===== config.mk =====
export PLATFORM = sky130hd
export DESIGN_NAME = alu_op_sequencer
export DESIGN_NICKNAME = d
export VERILOG_FILES = /design/src/rtl/alu_ctrl_pkg.sv /design/src/rtl/mc_cycle_counter.sv /design/src/rtl/alu_op_sequencer.sv
export SDC_FILE = /design/constraint.sdc
export NUM_CORES = 1
export LEC_CHECK = 0
export CAP_MARGIN = 20
export CORE_MARGIN = 5
export CORE_UTILIZATION = 55
export CTS_BUF_LIST = sky130_fd_sc_hd__clkbuf_8
export DETAILED_ROUTE_END_ITERATION = 12
export DONT_BUFFER_PORTS = 1
export GPL_TIMING_DRIVEN = 1
export PLACE_DENSITY = 0.71
export SYNTH_ARGS = -nofsm -noshare
export SYNTH_HDL_FRONTEND = slang
export SYNTH_SLANG_ARGS = --single-unit

===== constraint.sdc =====
create_clock -name clk -period 1.6 [get_ports clk]
set_input_delay 0.4 -clock clk [delete_from_list [all_inputs] [get_ports clk]]
set_output_delay 0.4 -clock clk [all_outputs]
set_load 0.05 [all_outputs]

===== src/rtl/alu_ctrl_pkg.sv =====
// Shared funct codes, result-select encodings and sequencer state encoding for
// the EX-stage ALU op sequencer.
package alu_ctrl_pkg;

  localparam logic [5:0] F_SLL   = 6'd0;
  localparam logic [5:0] F_MFHI  = 6'd16;
  localparam logic [5:0] F_MFLO  = 6'd18;
  localparam logic [5:0] F_MULTU = 6'd25;
  localparam logic [5:0] F_DIVU  = 6'd27;
  localparam logic [5:0] F_ADD   = 6'd32;
  localparam logic [5:0] F_SUB   = 6'd34;
  localparam logic [5:0] F_AND   = 6'd36;
  localparam logic [5:0] F_OR    = 6'd37;
  localparam logic [5:0] F_SLT   = 6'd42;

  typedef enum logic [1:0] {
    RES_ALU = 2'd0,
    RES_SHT = 2'd1,
    RES_HI  = 2'd2,
    RES_LO  = 2'd3
  } res_sel_e;

  typedef enum logic [1:0] {
    ST_IDLE = 2'd0,
    ST_RUN  = 2'd1,
    ST_DONE = 2'd2
  } state_e;

endpackage


===== src/rtl/mc_cycle_counter.sv =====
// Iteration counter for multi-cycle units: load captures the limit and zeroes the
// count, clear aborts, tc_o flags the last enabled iteration (count == limit-1).
module mc_cycle_counter #(
  parameter int CNT_W = 7
) (
  input  logic             clk,
  input  logic             rst,
  input  logic             clear_i,
  input  logic             load_i,
  input  logic [CNT_W-1:0] limit_i,
  input  logic             en_i,
  output logic             tc_o
);

  logic [CNT_W-1:0] cnt_q;
  logic [CNT_W-1:0] lim_q;

  always_ff @(posedge clk) begin
    if (rst) begin
      cnt_q <= '0;
      lim_q <= '0;
    end else if (clear_i) begin
      cnt_q <= '0;
      lim_q <= lim_q;
    end else if (load_i) begin
      cnt_q <= '0;
      lim_q <= limit_i;
    end else if (en_i) begin
      cnt_q <= cnt_q + CNT_W'(1);
      lim_q <= lim_q;
    end else begin
      cnt_q <= cnt_q;
      lim_q <= lim_q;
    end
  end

  assign tc_o = en_i && (cnt_q == (lim_q - CNT_W'(1)));

endmodule


===== src/rtl/alu_op_sequencer.sv =====
// EX-stage funct decoder and multi-cycle op sequencer (DIVU, optional MULTU).
// Define ALU_MULTU_EN to make MULTU a sequenced multiplier op instead of illegal.
module alu_op_sequencer
  import alu_ctrl_pkg::*;
#(
  parameter int FUNCT_W    = 6,
  parameter int DIV_CYCLES = 32,
  parameter int MUL_CYCLES = 32,
  parameter int CNT_W      = 7
) (
  input  logic               clk,
  input  logic               rst,
  input  logic               op_valid_i,
  input  logic [FUNCT_W-1:0] funct_i,
  input  logic               flush_i,
  output logic [FUNCT_W-1:0] alu_op_o,
  output logic [FUNCT_W-1:0] sht_op_o,
  output logic               div_start_o,
  output logic               mul_start_o,
  output logic [1:0]         res_sel_o,
  output logic               hilo_we_o,
  output logic               stall_o,
  output logic               busy_o,
  output logic               illegal_o
);

  state_e             state_q;
  logic               hilo_we_q;
  logic               illegal_q;

  logic [FUNCT_W-1:0] dec_alu_op;
  logic [FUNCT_W-1:0] dec_sht_op;
  res_sel_e           dec_res_sel;
  logic               dec_div;
  logic               dec_mul;
  logic               dec_known;
  logic               start_ok;
  logic               tc;
  logic [CNT_W-1:0]   limit;

  always_comb begin
    dec_alu_op  = '0;
    dec_sht_op  = '0;
    dec_res_sel = RES_ALU;
    dec_div     = 1'b0;
    dec_mul     = 1'b0;
    dec_known   = 1'b1;
    if (op_valid_i) begin
      case (funct_i)
        FUNCT_W'(F_AND), FUNCT_W'(F_OR), FUNCT_W'(F_ADD),
        FUNCT_W'(F_SUB), FUNCT_W'(F_SLT): dec_alu_op = funct_i;
        FUNCT_W'(F_SLL): begin
          dec_sht_op  = funct_i;
          dec_res_sel = RES_SHT;
        end
        FUNCT_W'(F_MFHI): dec_res_sel = RES_HI;
        FUNCT_W'(F_MFLO): dec_res_sel = RES_LO;
        FUNCT_W'(F_DIVU): dec_div = 1'b1;
`ifdef ALU_MULTU_EN
        FUNCT_W'(F_MULTU): dec_mul = 1'b1;
`endif
        default: dec_known = 1'b0;
      endcase
    end else begin
      dec_known = 1'b1;
    end
  end

  // A new multi-cycle op may launch only from IDLE and never in a reset/flush cycle.
  assign start_ok = !rst && !flush_i && (state_q == ST_IDLE) && (dec_div || dec_mul);
  assign limit    = dec_mul ? CNT_W'(MUL_CYCLES) : CNT_W'(DIV_CYCLES);

  mc_cycle_counter #(.CNT_W(CNT_W)) u_cnt (
    .clk     (clk),
    .rst     (rst),
    .clear_i (flush_i),
    .load_i  (start_ok),
    .limit_i (limit),
    .en_i    (state_q == ST_RUN),
    .tc_o    (tc)
  );

  always_ff @(posedge clk) begin
    if (rst) begin
      state_q   <= ST_IDLE;
      hilo_we_q <= 1'b0;
      illegal_q <= 1'b0;
    end else if (flush_i) begin
      state_q   <= ST_IDLE;
      hilo_we_q <= 1'b0;
      illegal_q <= 1'b0;
    end else begin
      hilo_we_q <= 1'b0;
      illegal_q <= 1'b0;
      case (state_q)
        ST_IDLE: begin
          if (start_ok) begin
            state_q <= ST_RUN;
          end else begin
            state_q   <= ST_IDLE;
            illegal_q <= op_valid_i && !dec_known;
          end
        end
        ST_RUN: begin
          if (tc) begin
            state_q   <= ST_DONE;
            hilo_we_q <= 1'b1;
          end else begin
            state_q <= ST_RUN;
          end
        end
        ST_DONE: state_q <= ST_IDLE;
        default: state_q <= ST_IDLE;
      endcase
    end
  end

  assign alu_op_o    = dec_alu_op;
  assign sht_op_o    = dec_sht_op;
  assign res_sel_o   = dec_res_sel;
  assign div_start_o = start_ok && dec_div;
`ifdef ALU_MULTU_EN
  assign mul_start_o = start_ok && dec_mul;
`else
  assign mul_start_o = 1'b0;
`endif
  assign stall_o     = !rst && !flush_i && (start_ok || (state_q == ST_RUN));
  assign busy_o      = (state_q != ST_IDLE);
  assign hilo_we_o   = hilo_we_q;
  assign illegal_o   = illegal_q;

endmodule


==> impl_metrics.py <==
metrics = {
    "drt": {
        "drc": 0,
        "wl_um": 1720,
        "top_layer": "met4",
        "drt_iter0_markers": 10,
        "wl_met2_um": 910,
        "drt-met1-wl_um": 685,
        "met3_wirelength_um": 115,
        "num_vias": 659,
        "drt-wirelength-per-cell_um": 14.4,
        "viasPerCell": 5.54,
        "ant_nets": 0,
        "drtPass1Iterations": 4,
    },
    "layout": {
        "stdcell_count": 119,
        "n_antenna_cell": 0,
        "num-fill-cells": 97,
        "area_delta_synth_final_pct": 35.7,
        "drive_gt1_frac": 0.385,
        "multi_input_area_um2": 528,
        "stdcell_area_um2": 990,
        "nets": 117,
        "regArea_um2": 243,
    },
    "global_route": {
        "grt_pass1_wl_um": 2560,
        "grt_max_degree": 8,
        "track_usage": 0.165,
        "grt_overflow": 0,
        "antenna_found_initial": 0,
        "grt_pass1_vias": 608,
    },
    "timing": {
        "finalCritPeriodShare": 1.07,
        "fin_ws_ns": -0.116,
        "rsz0062_at_grt": "yes",
        "fmax_mhz": 583,
        "slew_violations": 0,
        "hold_viol_final": 0,
        "setup_viol": 8,
        "fin_crit_ns": 1.72,
        "fin_skew_ns": 0.00206,
        "fin_hold_ws_ns": 0.230,
        "tns_ns": -0.695,
    },
    "setup_path": {
        "worstPathArrival_ns": 1.32,
        "crit_buf_inv": 2,
        "end_kind": "output pin",
        "critPathKind": "primary input to output pin",
        "cpPeakStageDelay_ns": 0.30,
        "cp_cell_sequence": "mux2_4 -> nor4_4 -> buf_4 -> buf_8",
        "startpoint_type": "primary input",
        "slowest_stage": "mux2_4",
        "crit_family": "buffers and inverters",
        "path_max_fanout": 5,
        "required_ns": 1.20,
    },
    "logic_synthesis": {
        "synth.area.top_cells": "dfxtp_1, buf_4, nand3b_1, a21oi_1, and2_1",
        "synth_top_cell_area_share": 0.329,
        "synth_most_common_cell": "dfxtp_1",
        "synthMuxAreaShare": 0.0292,
        "synth-main-ff-cell": "dfxtp_1",
        "synth_top_cell_by_area": "dfxtp_1",
        "synth_compound_area_frac": 0.118,
        "synth_cell_type_count": 33,
        "seq_area_frac_synth": 0.329,
        "async_flop_share": 0,
        "synth_xor_area_frac": 0.0240,
        "syn_avg_cell_area_um2": 8.48,
        "netlist_area_um2": 729,
        "yosysWarningCount": 0,
        "synth-edff-count": 0,
        "synthAdderAreaFrac": 0.0172,
        "syn-instance-count": 86,
        "synth_seq_cells": 12,
        "synth_commonest_cells": "dfxtp_1, buf_4, a21oi_1",
        "synth_top_family_by_area": "simple AND/OR/NAND/NOR gates",
        "synthSimpleGateAreaFrac": 0.379,
    },
    "floorplanning": {
        "start_util": 0.568,
        "die_y_um": 46.4,
        "rows": 13,
        "die-area_mm2": 0.00215,
        "io_pins": 30,
        "fp.dieW_um": 46.4,
        "coreArea_mm2": 0.00128,
    },
    "clock_tree": {
        "ctsHoldBuffers": 0,
        "insertion_delay_ns": 0.23,
        "clock-sinks": 12,
        "cts_buffer_depth": 2,
        "ctsRootBufferMaster": "clkbuf_8",
        "cts_buffers": 3,
        "cts_tree": "yes",
        "clk_pin_slew_ns": 0.05,
        "cts-htree-levels": 1,
    },
    "pwr": {
        "p_per_area_mw_per_mm2": 672,
        "p_total_uw": 665,
        "power.leakage_nw": 0.382,
        "irDropWorstVdd_uv": 491,
    },
    "placement": {
        "hpwl_um": 1190,
        "placed_cell_area_um2": 832,
        "place_congestion": 0.762,
        "place_inst": 110,
        "portBuffers": 0,
    },
    "min_path": {
        "hold_class": "primary input to flop",
    },
    "status": {
        "status": "finished, violations left",
        "violations": "setup timing",
    },
    "job": {
        "drv_cap": 0,
    },
}
sequential cells by signal, indices dropped and copies added (netlist names):
name         flops
hilo_we_o        1
u_cnt.cnt_q      7
illegal_o        1
state_q          2
u_cnt.lim_q      1
worst paths after layout:
kind	depth (start not counted)	slack [ns]	end	from
worst max-delay path	4	-0.12	alu_op_o[5]	funct_i[2]
worst min-delay path	1	0.23	u_cnt.lim_q[5]$_SDFFE_PP0P_	rst
worst max register to register	6	0.14	u_cnt.cnt_q[5]$_SDFFE_PP0N_	state_q[1]$_SDFF_PP0_
worst min register to register	2	0.46	u_cnt.lim_q[5]$_SDFFE_PP0P_	u_cnt.lim_q[5]$_SDFFE_PP0P_
worst register-to-register path: stages, from the launching register on:
cell and delay [ns]:
dfxtp_2 0.32, buf_6 0.11, buf_6 0.11, buf_4 0.14, nand3b_1 0.17, or4_1 0.41
a21oi_1 0.14
cell usage in the layout, fill, tap and decap left out, types with 3 or more instances in the layout:
master and count:
a21oi_1 7, and2_4 4, buf_4 11, buf_6 4, clkbuf_8 3, conb_1 8, dfxtp_1 10, nand2_1 4
nand3b_1 5, nor2_1 3, nor2b_1 3, o21ai_0 3, or3_1 3
stage by stage:
step	utilization	worst slack [ns]
floorplan	-	-0.639
global placement	0.648	-0.160
detailed placement	0.648	-0.193
CTS	0.723	-0.146
global route	0.770	-0.155
finish	0.770	-0.116
power by group:
group          total [mW]  switching (mW)  internal (mW)  leakage (nW)
sequential          0.305         0.00428          0.301        0.0978
combinational       0.102          0.0720         0.0298         0.263
clock               0.258          0.0939          0.164        0.0216
total               0.665           0.170          0.495         0.382
per-layer routing:
metal	track usage	up-vias
met3	0.0469	2
met5	0	-
met2	0.308	19
met1	0.181	310
li1	-	328
met4	0.0341	0
what timing repair did:
item / CTS / global route
endpoints found under the hold margin: 0 / 0
setup buffers: 2 / 4
resized for setup: 10 / 6
pin swaps: 7 / 5
setup endpoints to repair: 7 / 7
cell families (layout without fill, tap and decap cells):
kind of cell	count (synthesis)	after routing
buffers and inverters	11	22
flip-flops	12	12
multiplexers	2	2
XOR/XNOR	2	2
other	1	8
adder cells (fa/ha/maj)	1	1
AO/OA/AOI/OAI	14	14
AND/OR/NAND/NOR	43	43
layout make-up:
type / count / area share
flip-flops and latches: 12 / 0.245
repair buffers: 16 / 0.144
well taps: 15 / 0.0190
multi-input cells: 70 / 0.534
inverters: 3 / 0.0164
clock buffers: 3 / 0.0417
(Power assumes the default switching activity.)
